<file path="src/rtl/daq_pkg.sv">
// ---------------------------------------------------------------------------
// daq_pkg
//  Shared definitions for the DAQ frame builder and the xillydemo top level:
//  run-control command codes, default frame marker words, the frame builder
//  state encoding and the decoded command-level bundle.
// ---------------------------------------------------------------------------
package daq_pkg;

  // Run-control command bytes written by the host into demoarray[0].
  localparam logic [7:0] CMD_START = 8'hFF;
  localparam logic [7:0] CMD_RESET = 8'hC0;
  localparam logic [7:0] CMD_CLOSE = 8'hC7;

  // Default frame layout.
  localparam int          DAQ_PAYLOAD_WORDS = 24;
  localparam logic [31:0] DAQ_HEAD_WORD     = 32'hAAAA_AAAA;
  localparam logic [31:0] DAQ_TAIL_WORD     = 32'hF0F0_F0F0;

  // Frame builder states.
  typedef enum logic [1:0] {
    ST_IDLE    = 2'd0,
    ST_HEAD    = 2'd1,
    ST_PAYLOAD = 2'd2,
    ST_TAIL    = 2'd3
  } daq_state_e;

  // Decoded command levels. 'close' covers every value that is neither
  // START nor RESET, so an unknown byte lets the current frame finish.
  typedef struct packed {
    logic start;
    logic reset;
    logic close;
  } cmd_lvl_t;

  function automatic cmd_lvl_t decode_cmd(input logic [7:0] cmd);
    cmd_lvl_t lvl;
    lvl.start = (cmd == CMD_START);
    lvl.reset = (cmd == CMD_RESET);
    lvl.close = !lvl.start && !lvl.reset;
    return lvl;
  endfunction

  // Payload word layout: earlier sample in the upper half.
  function automatic logic [31:0] pack_word(input logic [15:0] first_sample,
                                            input logic [15:0] second_sample);
    return {first_sample, second_sample};
  endfunction

endpackage

</file>
<file path="src/rtl/daq_cmd_decode.sv">
// ---------------------------------------------------------------------------
// daq_cmd_decode
//  Turns the raw command byte into registered start/reset/close levels so
//  the frame builder FSM sees clean single-bit flags from a flop.
// Ports
//  bus_clk  in   clock
//  reset_n  in   asynchronous active-low reset
//  cfg_cmd  in   command byte (demoarray[0])
//  lvl      out  registered command levels
// ---------------------------------------------------------------------------
module daq_cmd_decode
  import daq_pkg::*;
(
  input  logic       bus_clk,
  input  logic       reset_n,
  input  logic [7:0] cfg_cmd,
  output cmd_lvl_t   lvl
);

  cmd_lvl_t lvl_d;
  cmd_lvl_t lvl_q;

  always_comb begin
    lvl_d = decode_cmd(cfg_cmd);
  end

  always_ff @(posedge bus_clk or negedge reset_n) begin
    if (!reset_n) begin
      lvl_q <= '0;
    end else begin
      lvl_q <= lvl_d;
    end
  end

  assign lvl = lvl_q;

endmodule

</file>
<file path="src/rtl/daq_frame_builder.sv">
// ---------------------------------------------------------------------------
// daq_frame_builder
//  Packs a 16-bit sample stream into 32-bit words and wraps each group of
//  PAYLOAD_WORDS words with a HEAD and TAIL marker, writing the result into
//  the read FIFO behind /dev/xillybus_read_32.
// Ports
//  bus_clk       in   clock
//  reset_n       in   asynchronous active-low reset
//  cfg_cmd       in   run-control command byte
//  sample_data   in   16-bit sample
//  sample_valid  in   sample_data valid
//  sample_ready  out  sample accepted when valid && ready
//  fifo_full     in   FIFO prog_full
//  fifo_din      out  FIFO write data (registered)
//  fifo_wr_en    out  FIFO write strobe (registered)
//  fifo_srst     out  FIFO synchronous reset (registered)
//  running       out  frame in progress (registered)
//  frame_count   out  completed frames, wrapping (registered)
//  overflow      out  sticky: sample offered while FIFO full (registered)
// ---------------------------------------------------------------------------
module daq_frame_builder
  import daq_pkg::*;
#(
  parameter int          PAYLOAD_WORDS = DAQ_PAYLOAD_WORDS,
  parameter logic [31:0] HEAD_WORD     = DAQ_HEAD_WORD,
  parameter logic [31:0] TAIL_WORD     = DAQ_TAIL_WORD
) (
  input  logic        bus_clk,
  input  logic        reset_n,
  input  logic [7:0]  cfg_cmd,
  input  logic [15:0] sample_data,
  input  logic        sample_valid,
  output logic        sample_ready,
  input  logic        fifo_full,
  output logic [31:0] fifo_din,
  output logic        fifo_wr_en,
  output logic        fifo_srst,
  output logic        running,
  output logic [15:0] frame_count,
  output logic        overflow
);

  localparam int CNT_W = (PAYLOAD_WORDS > 1) ? $clog2(PAYLOAD_WORDS) : 1;
  localparam logic [CNT_W-1:0] LAST_WORD = CNT_W'(PAYLOAD_WORDS - 1);

  cmd_lvl_t cmd_lvl;

  daq_cmd_decode u_cmd_decode (
    .bus_clk (bus_clk),
    .reset_n (reset_n),
    .cfg_cmd (cfg_cmd),
    .lvl     (cmd_lvl)
  );

  daq_state_e       state_q, state_d;
  logic [CNT_W-1:0] word_cnt_q, word_cnt_d;
  logic [15:0]      hi_q, hi_d;
  logic             hi_valid_q, hi_valid_d;
  logic [31:0]      din_q, din_d;
  logic             wr_en_q, wr_en_d;
  logic             srst_q, srst_d;
  logic             running_q, running_d;
  logic [15:0]      frame_count_q, frame_count_d;
  logic             overflow_q, overflow_d;
  logic             accept;

  // A pending abort blocks acceptance so no sample is taken into a frame
  // that is about to be thrown away.
  assign sample_ready = (state_q == ST_PAYLOAD) && !fifo_full && !cmd_lvl.reset;
  assign accept       = sample_valid && sample_ready;

  // Next-state and output logic. The abort branch sits outside the state
  // case so it overrides everything, including a TAIL write in the same
  // cycle. HEAD/TAIL simply wait in their state while the FIFO is full, and
  // payload words are only formed on an accepted sample (which already
  // requires !fifo_full), so nothing is ever dropped.
  always_comb begin
    state_d       = state_q;
    word_cnt_d    = word_cnt_q;
    hi_d          = hi_q;
    hi_valid_d    = hi_valid_q;
    din_d         = din_q;
    wr_en_d       = 1'b0;
    srst_d        = 1'b0;
    frame_count_d = frame_count_q;
    overflow_d    = overflow_q | (running_q && sample_valid && fifo_full);

    if (cmd_lvl.reset) begin
      state_d       = ST_IDLE;
      word_cnt_d    = '0;
      hi_d          = '0;
      hi_valid_d    = 1'b0;
      srst_d        = 1'b1;
      frame_count_d = '0;
      overflow_d    = 1'b0;
    end else begin
      unique case (state_q)
        ST_IDLE: begin
          if (cmd_lvl.start) begin
            state_d = ST_HEAD;
          end
        end

        ST_HEAD: begin
          word_cnt_d = '0;
          hi_valid_d = 1'b0;
          if (!fifo_full) begin
            din_d   = HEAD_WORD;
            wr_en_d = 1'b1;
            state_d = ST_PAYLOAD;
          end
        end

        ST_PAYLOAD: begin
          if (accept) begin
            if (!hi_valid_q) begin
              hi_d       = sample_data;
              hi_valid_d = 1'b1;
            end else begin
              hi_valid_d = 1'b0;
              din_d      = pack_word(hi_q, sample_data);
              wr_en_d    = 1'b1;
              if (word_cnt_q == LAST_WORD) begin
                word_cnt_d = '0;
                state_d    = ST_TAIL;
              end else begin
                word_cnt_d = word_cnt_q + 1'b1;
              end
            end
          end
        end

        ST_TAIL: begin
          if (!fifo_full) begin
            din_d         = TAIL_WORD;
            wr_en_d       = 1'b1;
            frame_count_d = frame_count_q + 16'd1;
            state_d       = (cmd_lvl.start && !cmd_lvl.close) ? ST_HEAD : ST_IDLE;
          end
        end

        default: begin
          state_d = ST_IDLE;
        end
      endcase
    end

    // running tracks the state register exactly, one flop later than the
    // decision, just like every other registered output.
    running_d = (state_d != ST_IDLE);
  end

  // State and registered outputs.
  always_ff @(posedge bus_clk or negedge reset_n) begin
    if (!reset_n) begin
      state_q       <= ST_IDLE;
      word_cnt_q    <= '0;
      hi_q          <= '0;
      hi_valid_q    <= 1'b0;
      din_q         <= '0;
      wr_en_q       <= 1'b0;
      srst_q        <= 1'b0;
      running_q     <= 1'b0;
      frame_count_q <= '0;
      overflow_q    <= 1'b0;
    end else begin
      state_q       <= state_d;
      word_cnt_q    <= word_cnt_d;
      hi_q          <= hi_d;
      hi_valid_q    <= hi_valid_d;
      din_q         <= din_d;
      wr_en_q       <= wr_en_d;
      srst_q        <= srst_d;
      running_q     <= running_d;
      frame_count_q <= frame_count_d;
      overflow_q    <= overflow_d;
    end
  end

  assign fifo_din    = din_q;
  assign fifo_wr_en  = wr_en_q;
  assign fifo_srst   = srst_q;
  assign running     = running_q;
  assign frame_count = frame_count_q;
  assign overflow    = overflow_q;

endmodule
</file>
<file path="config.mk">
export PLATFORM = sky130hd
export DESIGN_NAME = daq_frame_builder
export DESIGN_NICKNAME = d
export VERILOG_FILES = /design/src/rtl/daq_pkg.sv /design/src/rtl/daq_cmd_decode.sv /design/src/rtl/daq_frame_builder.sv
export SDC_FILE = /design/constraint.sdc
export NUM_CORES = 1
export LEC_CHECK = 0
export BUFFER_PORTS_ARGS = -buffer_cell sky130_fd_sc_hd__buf_2
export CAP_MARGIN = 25
export CORE_ASPECT_RATIO = 1.75
export CORE_MARGIN = 3
export CORE_UTILIZATION = 58
export CTS_CLUSTER_SIZE = 20
export DETAILED_ROUTE_END_ITERATION = 7
export PLACE_DENSITY = 0.95
export SLEW_MARGIN = 20
export SYNTH_ARGS = -nofsm -noshare
export SYNTH_HDL_FRONTEND = slang
export SYNTH_SLANG_ARGS = --single-unit
</file>
<file path="constraint.sdc">
create_clock -name bus_clk -period 3.7 [get_ports bus_clk]
set_input_delay 0.74 -clock bus_clk [delete_from_list [all_inputs] [get_ports bus_clk]]
set_output_delay 0.74 -clock bus_clk [all_outputs]
set_load 0.01 [all_outputs]
</file>
* Word level (Yosys, flattened, before mapping)
Index checks and enable logic that the tools add are counted.
Widths: inputs -> output; s select.
** Word-level totals
- Output and inout port bits :: 53
- Bits in registers :: 79
- Word-level logic and storage cells :: 93
- Memories kept :: 0
- Latch bits :: 0
- Memory bits (read-only) :: 0
- Bits of input ports :: 28
- Bits in writable memories :: 0
** Operators by class
- Magnitude comparators :: 0
- Muxes and demuxes :: 37
- Reduce and logical (&&, ||, !) cells :: 25
- Bitwise gates (word level) :: 2
- Multipliers :: 0
- Equality and inequality tests :: 14
- Shift operators :: 0
- $add $sub $neg :: 2
- Divide/modulo/power cells :: 0
** Operator list (number)
- $mux 32 :: 4
- $mux 16 :: 7
- $pmux 32 s3 :: 1
- $mux 5 :: 4
- $add 16x1->16 const B :: 1
- $eq 8x8->1 const B :: 2
- $mux 2 :: 7
- $mux 1 :: 10
- $pmux 5 s2 :: 1
- $ne 2x2->1 const B :: 4
- $pmux 2 s4 :: 1
- $reduce_bool 2->1 :: 4
- $logic_and 1x1->1 :: 7
- $ne 3x2->1 const B :: 2
- $reduce_and 3->1 :: 2
- $reduce_and 6->1 :: 1
- $reduce_bool 3->1 :: 2
- $add 5x1->5 const B :: 1
- $eq 5x5->1 const B :: 1
- $logic_not 1->1 :: 5
- $eq 2x2->1 const B :: 2
- $ne 2x1->1 const B :: 2
- $pmux 1 s2 :: 2
- $reduce_and 2->1 :: 2
- 5 further kinds :: 5

* Longest topological paths before layout
Gate-level depths: netlist (run 1).
- Depth in word-level cells :: 8
- Mapped depth :: 8

* By module
Synthesis (run 1) repeated with hierarchy kept, for this count alone.
** Unflattened totals
- Cell total of the unflattened synthesis :: 333
- Area total of the unflattened synthesis :: 3457.1 µm²
** By module, submodules not included
- daq_frame_builder :: area each 3324.4 µm², instances 1, cells an instance 323, seq. area each 1901.8 µm²
- daq_cmd_decode :: area each 132.6 µm², instances 1, cells an instance 10, seq. area each 75.1 µm²

* Worst setup path before layout (run 1)
Ideal clock, no wire load.
- Kind :: input-to-reg
- Start point :: in fifo_full
- End point :: reg din_q[14], in the netlist fifo_din[14]
- Data required time :: 3.577 ns
- Data arrival time :: 1.905 ns
- Slack :: 1.672 ns
- Cell stages on the path :: 4
- Setup time :: 0.123 ns
- Cells stage by stage :: nand3b_4 -> a2111oi_4 -> clkbuf_8 -> a21oi_1
** Between the ends
- Cells in the longest elaborated chain, start to end :: 6
- Elaborated cells between the ends (all ways) :: 8
- Those cells by class :: 3 x eq/ne; 5 x reduce/logical
** Ends and longest elaborated chain
- start, declared :: line daq_frame_builder.sv:34 : input logic fifo_full,
- $logic_not 1->1
- $logic_and 1x1->1 (2 in a row) :: line daq_frame_builder.sv:69 : assign sample_ready = (state_q == ST_PAYLOAD) && !fifo_full && !cmd_lvl.reset;
- $logic_and 1x1->1 :: line daq_frame_builder.sv:70 : assign accept = sample_valid && sample_ready;
- $ne 2x2->1 (no line)
- $reduce_and 6->1 (no line) *
- end signal, assigned :: line daq_frame_builder.sv:171 : din_q <= din_d;
- end, declared :: line daq_frame_builder.sv:59 : logic [31:0] din_q, din_d;
Mark *: on every way between the ends. The rest lies on a longest branch, timed or not.
A chain may end at the register's enable or synchronous reset.

* Worst setup path in the final report (run 1)
- Start point :: reg state_q[0]
- End point :: out sample_ready
** Between the ends
- Cells in the longest elaborated chain, start to end :: 3
** Ends and longest elaborated chain
- start, declared :: line daq_frame_builder.sv:55 : daq_state_e state_q, state_d;
- start signal, assigned :: line daq_frame_builder.sv:167 : state_q <= state_d;
- $eq 2x2->1 :: line daq_frame_builder.sv:69
- $logic_and 1x1->1 (2 in a row) :: line daq_frame_builder.sv:69
- end, declared :: line daq_frame_builder.sv:33 : output logic sample_ready,
No other way between the ends.

==> results of run 1 <==
## metal layers
metal	track usage, %	up-vias	wire (um)
met5	0	-	0
met4	10.4	0	199
met3	5.31	21	425
met2	44.0	108	4660
met1	27.5	1512	3250
li1	-	1476	-
## worst max-delay path, stage by stage (launching register included)
cell      delay [ns]
dfrtp_1         0.42
inv_1           0.12
ha_1            0.36
nand2b_1        0.28
nor2_1          0.14
buf_2           0.15
## report_power, final
part | internal (W) | switching, W | total (W)
clock | 0.000450 | 0.000321 | 0.000771
sequential | 0.000974 | 0.0000798 | 0.00105
combinational | 0.000165 | 0.000226 | 0.000391
## Yosys cell counts (4+ instances only)
cell type and n:
xor2_1 7, clkbuf_1 7, nand2_1 44, ha_1 7, buf_6 4, a21oi_2 5
nor3_1 4, nand2b_1 4, nand4_1 6, o21ai_0 13, nor2_1 53, inv_1 16
nand3_1 23, a21oi_1 53, clkbuf_8 6, dfrtp_1 79
## sequential cells by signal (all words and copies together) (netlist names)
register,cells
fifo_din,32
fifo_wr_en,1
overflow,1
frame_count,16
hi_valid_q,1
running,1
state_q,2
hi_q,16
fifo_srst,1
u_cmd_decode.lvl,3
word_cnt_q,5
## layout make-up
type                            count  area (sq um)
Sequential cell                    79          1980
Multi-Input combinational cell    272          1540
Clock buffer                        9           124
Timing Repair Buffer               84           453
Fill cell                         470          1860
Inverter                           16          60.1
Tap cell                           80           100
Clock inverter                      7           120
## final timing paths
kind | startpoint | end | slack, ns | depth (start not counted)
max | state_q[0] | sample_ready | 1.15 | 5
min | reset_n | frame_count[15] | 0.27 | 1
max reg2reg | state_q[0] | fifo_din[23] | 1.33 | 6
min reg2reg | overflow | overflow | 0.51 | 2
max in group asynchronous | reset_n | word_cnt_q[0] | 2.85 | 2
min in group bus_clk | overflow | overflow | 0.51 | 2
## cells by family after synthesis
family,Yosys count,share of synthesized area (%)
AO/OA/AOI/OAI,88,14.1
flip-flops,79,52.6
AND/OR/NAND/NOR,164,21.2
adder cells (fa/ha/maj),7,2.33
buffers and inverters,38,6.56
XOR/XNOR,10,2.33
multiplexers,3,0.833
## stage by stage
| stage | instances | instance area (sq um) | power (W) | hold slack, ns |
|---|---|---|---|---|
| after floorplan | 389 | 3760 | 0.00131 | 0.369 |
| after global placement | 530 | 4100 | 0.00143 | 0.481 |
| after detailed placement | 530 | 4100 | 0.00146 | 0.486 |
| after CTS | 546 | 4340 | 0.00223 | 0.508 |
| after global routing | 547 | 4370 | 0.00233 | 0.269 |
| final | 547 | 4370 | 0.00222 | 0.266 |
==> run metrics, run 1 <==
status=completed; Hold Violations, Final=0; row cnt=38; Detail Route Antenna Nets=0; vias in the first global route=3117; Hold Crit Class=primary input to asynchronous set/reset pin; area grow syn2layout=16.4%; DIE HEIGHT=112 um; CTS tree=done; die width=66.8 um; WS Path Type=register to output pin; Synth Register Bits=79; setup violators final=0; Total GRT Usage=24.7%; Max-cap violations=0; CP required=2.96 ns; static leakage=2.08 nW; Placeable Area=6230 sq um; Critical Path Fanout Max=9; routability cong.=0.867; sequential-to-total area share from yosys stat=52.6%; Startpoint Class=register; fin worst setup slack=1.15 ns; CTS Sinks=79; CTS hold repair buffers=0; most frequent cells in the layout=79 x dfrtp_1, 79 x buf_2, 53 x nor2_1, 53 x a21oi_1, 44 x nand2_1; layout cell share with drive strength beyond 1=24.6%; Power Density=507 nW/um^2; RSZ-0062 raised after global routing=no; Post-Route WL=8530 um; worst-case clock buffer depth=2; Via Count=3117; CTS-repair resized insts=0; first-pass GRT wire length=14200 um; syn avg cell area=9.66 sq um; Max Freq=391 MHz; number of remaining DRC errors=0; period utilization=69.0%; Mapped Area=3760 sq um; Mapped Cells=389; grt ovf=0; pre-CTS WS=1.29 ns; Worst EP arrival=1.81 ns; syn_nets=424; top post-synthesis cells by area=dfrtp_1 53%, a21oi_1 7.1%, nor2_1 5.3%; synth warn=0; synth unique cells=51; Clk pin slew, worst setup/hold paths=0.08 ns; ys async rst share=100%; Post-synth EDFFs=0; Synth top area share=52.6%; headroom to the max-slew limit=57.7%; largest net degree at the start of global routing=80; average wire per standard cell=15.6 um; Crit. End Element=output pin; H-Tree Depth=3; post-layout min period=2.55 ns; post-DP HPWL=5940 um; Slew @ Worst Pin=0.631 ns; Layout Utilization=70.2%; Max VDD drop=0.311 mV; I/O pins=81; First-pass DRT Iterations=4; DRT iter0 DRCs=285; Post-CTS Setup Repair Bufs=0; port bufs=80; Yosys top cell by area=dfrtp_1; vias per cell=5.70; final setup TNS=0 ns; number of diodes=0; ys flop type=dfrtp_1; Initial Utilization=60.3%; clock root buffer master=clkbuf_8; initial antenna violation count=0; NumNets Final=497; fin. max-slew vios=0; total CTS buffers=9; Clock Skew=0.00787 ns; Die ar.=7520 sq um; Clock Latency Late Sink=0.35 ns
(Power assumes the default switching activity.)
==> inputs of run 2 (changes only) <==
Settings changed: CORE_UTILIZATION 58 to 54, PLACE_DENSITY 0.95 to 0.9.
Clock period 3.7 ns to 2.6 ns, I/O delays scaled along.
==> run metrics, run 2 (synthesis gave the netlist of run 1 again) <==
Clock Skew=0.00385 ns (-0.00402 ns); First-pass DRT Iterations=4 (unchanged); worst reg2reg startpoint=state_q[0]; Initial Utilization=56.6% (-3.7 points); minimum setup slack among reg-to-reg paths=0.53 ns (-0.80 ns); Via Count=3129 (+0.38%); vias per cell=5.65 (-0.88%); CTS tree=done; headroom to the max-slew limit=60.9% (+3.2 points); Total GRT Usage=22.9% (-1.7 points); Max-cap violations=0 (unchanged); CP max-delay cell=dfrtp_1; Sequential Area=1980 sq um (unchanged); most frequent cells in the layout=79 x dfrtp_1, 79 x buf_2, 53 x nor2_1, 53 x a21oi_1, 44 x nand2_1; Critical Path Fanout Max=19 (+10); I/O pins=81 (unchanged); CTS hold repair buffers=0 (unchanged); vias in the first global route=3053 (-2.1%); Startpoint Class=register; clock root buffer master=clkbuf_16; DRT iter0 DRCs=359 (+26%); initial antenna violation count=0 (unchanged); die width=69.0 um (+3.3%); post-layout min period=2.43 ns; worst-case clock buffer depth=2 (unchanged); Pint=0.00247 W (+56%); fin. max-slew vios=0 (unchanged); total power=0.00341 W (+54%); row cnt=39 (+2.6%); grt ovf=0 (unchanged); Post-CTS Setup Repair Bufs=0 (unchanged); number of remaining DRC errors=0 (unchanged); Max VDD drop=0.487 mV (+57%); CP delay by family, top=buffers and inverters; WS Path Type=register to output pin; final std cells w/o fill=554 (+1.3%); status=completed; Filler Cell Count=520 (+11%); Worst EP arrival=1.91 ns (+0.10 ns); Hold Crit Class=primary input to asynchronous set/reset pin; NetSw=0.000942 W (+50%); final instance area=4480 sq um (+2.4%); R2R depth=7 (+1); Seq pwr share=44.0% (-3.6 points); Hold Violations, Final=0 (unchanged); Power Density=763 nW/um^2 (+51%); Clock Latency Late Sink=0.34 ns (about the same); Sw Share=27.6% (-0.68 points); clock share of power=39.5% (+4.7 points); Die ar.=8030 sq um (+6.9%); NumNets Final=502 (+1.0%); CP required=2.08 ns (-0.88 ns); H-Tree Depth=3 (unchanged); Placed Area=4160 sq um (+1.5%); period utilization=93.4%; Detail Route Antenna Nets=0 (unchanged); area grow syn2layout=19.2%; endpoint of the worst register-to-register path=word_cnt_q[4]; met3 usage=4.82% (-0.48 points); CP max stage delay=0.42 ns (about the same); final setup TNS=0 ns (unchanged); Post-Route WL=8840 um (+3.5%); Multi-input gate area=1530 sq um (-0.33%); total CTS buffers=9 (unchanged); dpl cells=538 (+1.5%); RSZ-0062 raised after global routing=no; setup violators final=0 (unchanged); layout cell share with drive strength beyond 1=25.2% (+0.59 points); critical-path cell list=inv_1 -> ha_1 -> buf_4 -> nand2b_1 -> nor2_1 -> buf_2; Placeable Area=6640 sq um (+6.5%); combinational power share=16.5% (-1.2 points); Clk pin slew, worst setup/hold paths=0.06 ns (-0.02 ns); largest net degree at the start of global routing=65 (-19%); Max Freq=412 MHz; flip-flop count of the largest register after layout=32 (unchanged); number of diodes=0 (unchanged); first-pass GRT wire length=14600 um (+2.7%); met2 usage=41.4% (-2.6 points); Layout Utilization=67.4% (-2.7 points); CTS-repair resized insts=0 (unchanged); CTS Sinks=79 (unchanged); port bufs=80 (unchanged); GR Util met1=25.1% (-2.4 points); static leakage=2.13 nW (+2.7%); routability cong.=0.796 (-8.2%); post-DP HPWL=6270 um (+5.4%); Crit. End Element=output pin; Slew @ Worst Pin=0.587 ns (-0.0440 ns); DIE HEIGHT=116 um (+3.4%); CP bufs+invs=3 (+1); GR peak layer=met2; average wire per standard cell=15.9 um (+2.2%)
-- run 2: stage by stage --
step | hold slack, ns | worst slack (ns)
after floorplan | 0.224 | 0.635
after global placement | 0.478 | 0.602
after detailed placement | 0.488 | 0.557
after CTS | 0.192 | 0.198
after global routing | 0.220 | 0.0882
final | 0.178 | 0.173
-- run 2: power groups by stage --
stage	clock, W	sequential [W]	combinational [W]
floorplan	0	0.00156	0.000296
global placement	0	0.00151	0.000543
detailed placement	0	0.00153	0.000572
CTS	0.00137	0.00150	0.000572
global route	0.00142	0.00153	0.000628
finish	0.00135	0.00150	0.000563
-- run 2: per-layer routing --
layer	up-vias	part of all wire (%)
met1	1479	37
met5	-	0
met4	0	3.0
met3	29	6.0
met2	128	54
li1	1493	-
-- run 2: worst max-delay path by stage --
stage,cells after the start,from,slack (ns),endpoint
3_5_place_dp,5,state_q[0],0.56,running
4_1_cts,6,state_q[0],0.20,sample_ready
5_1_grt,6,state_q[0],0.09,sample_ready
6_report,6,state_q[0],0.17,sample_ready
2_1_floorplan,5,state_q[0],0.64,fifo_din[14]
3_3_place_gp,5,state_q[0],0.60,running
-- run 2: layout make-up --
class / instances / area share (%)
Clock buffer: 9 / 5.03
Tap cell: 82 / 2.29
Multi-Input combinational cell: 272 / 34.2
Timing Repair Buffer: 89 / 10.8
Inverter: 16 / 1.34
Sequential cell: 79 / 44.2
Clock inverter: 7 / 2.12
-- run 2: worst register-to-register path, cell delays in order (launching register included) --
cell,delay [ns]
dfrtp_1,0.42
inv_1,0.13
ha_1,0.22
buf_4,0.26
nand2b_1,0.22
a2111oi_0,0.47
a21oi_1,0.10
a31oi_1,0.18
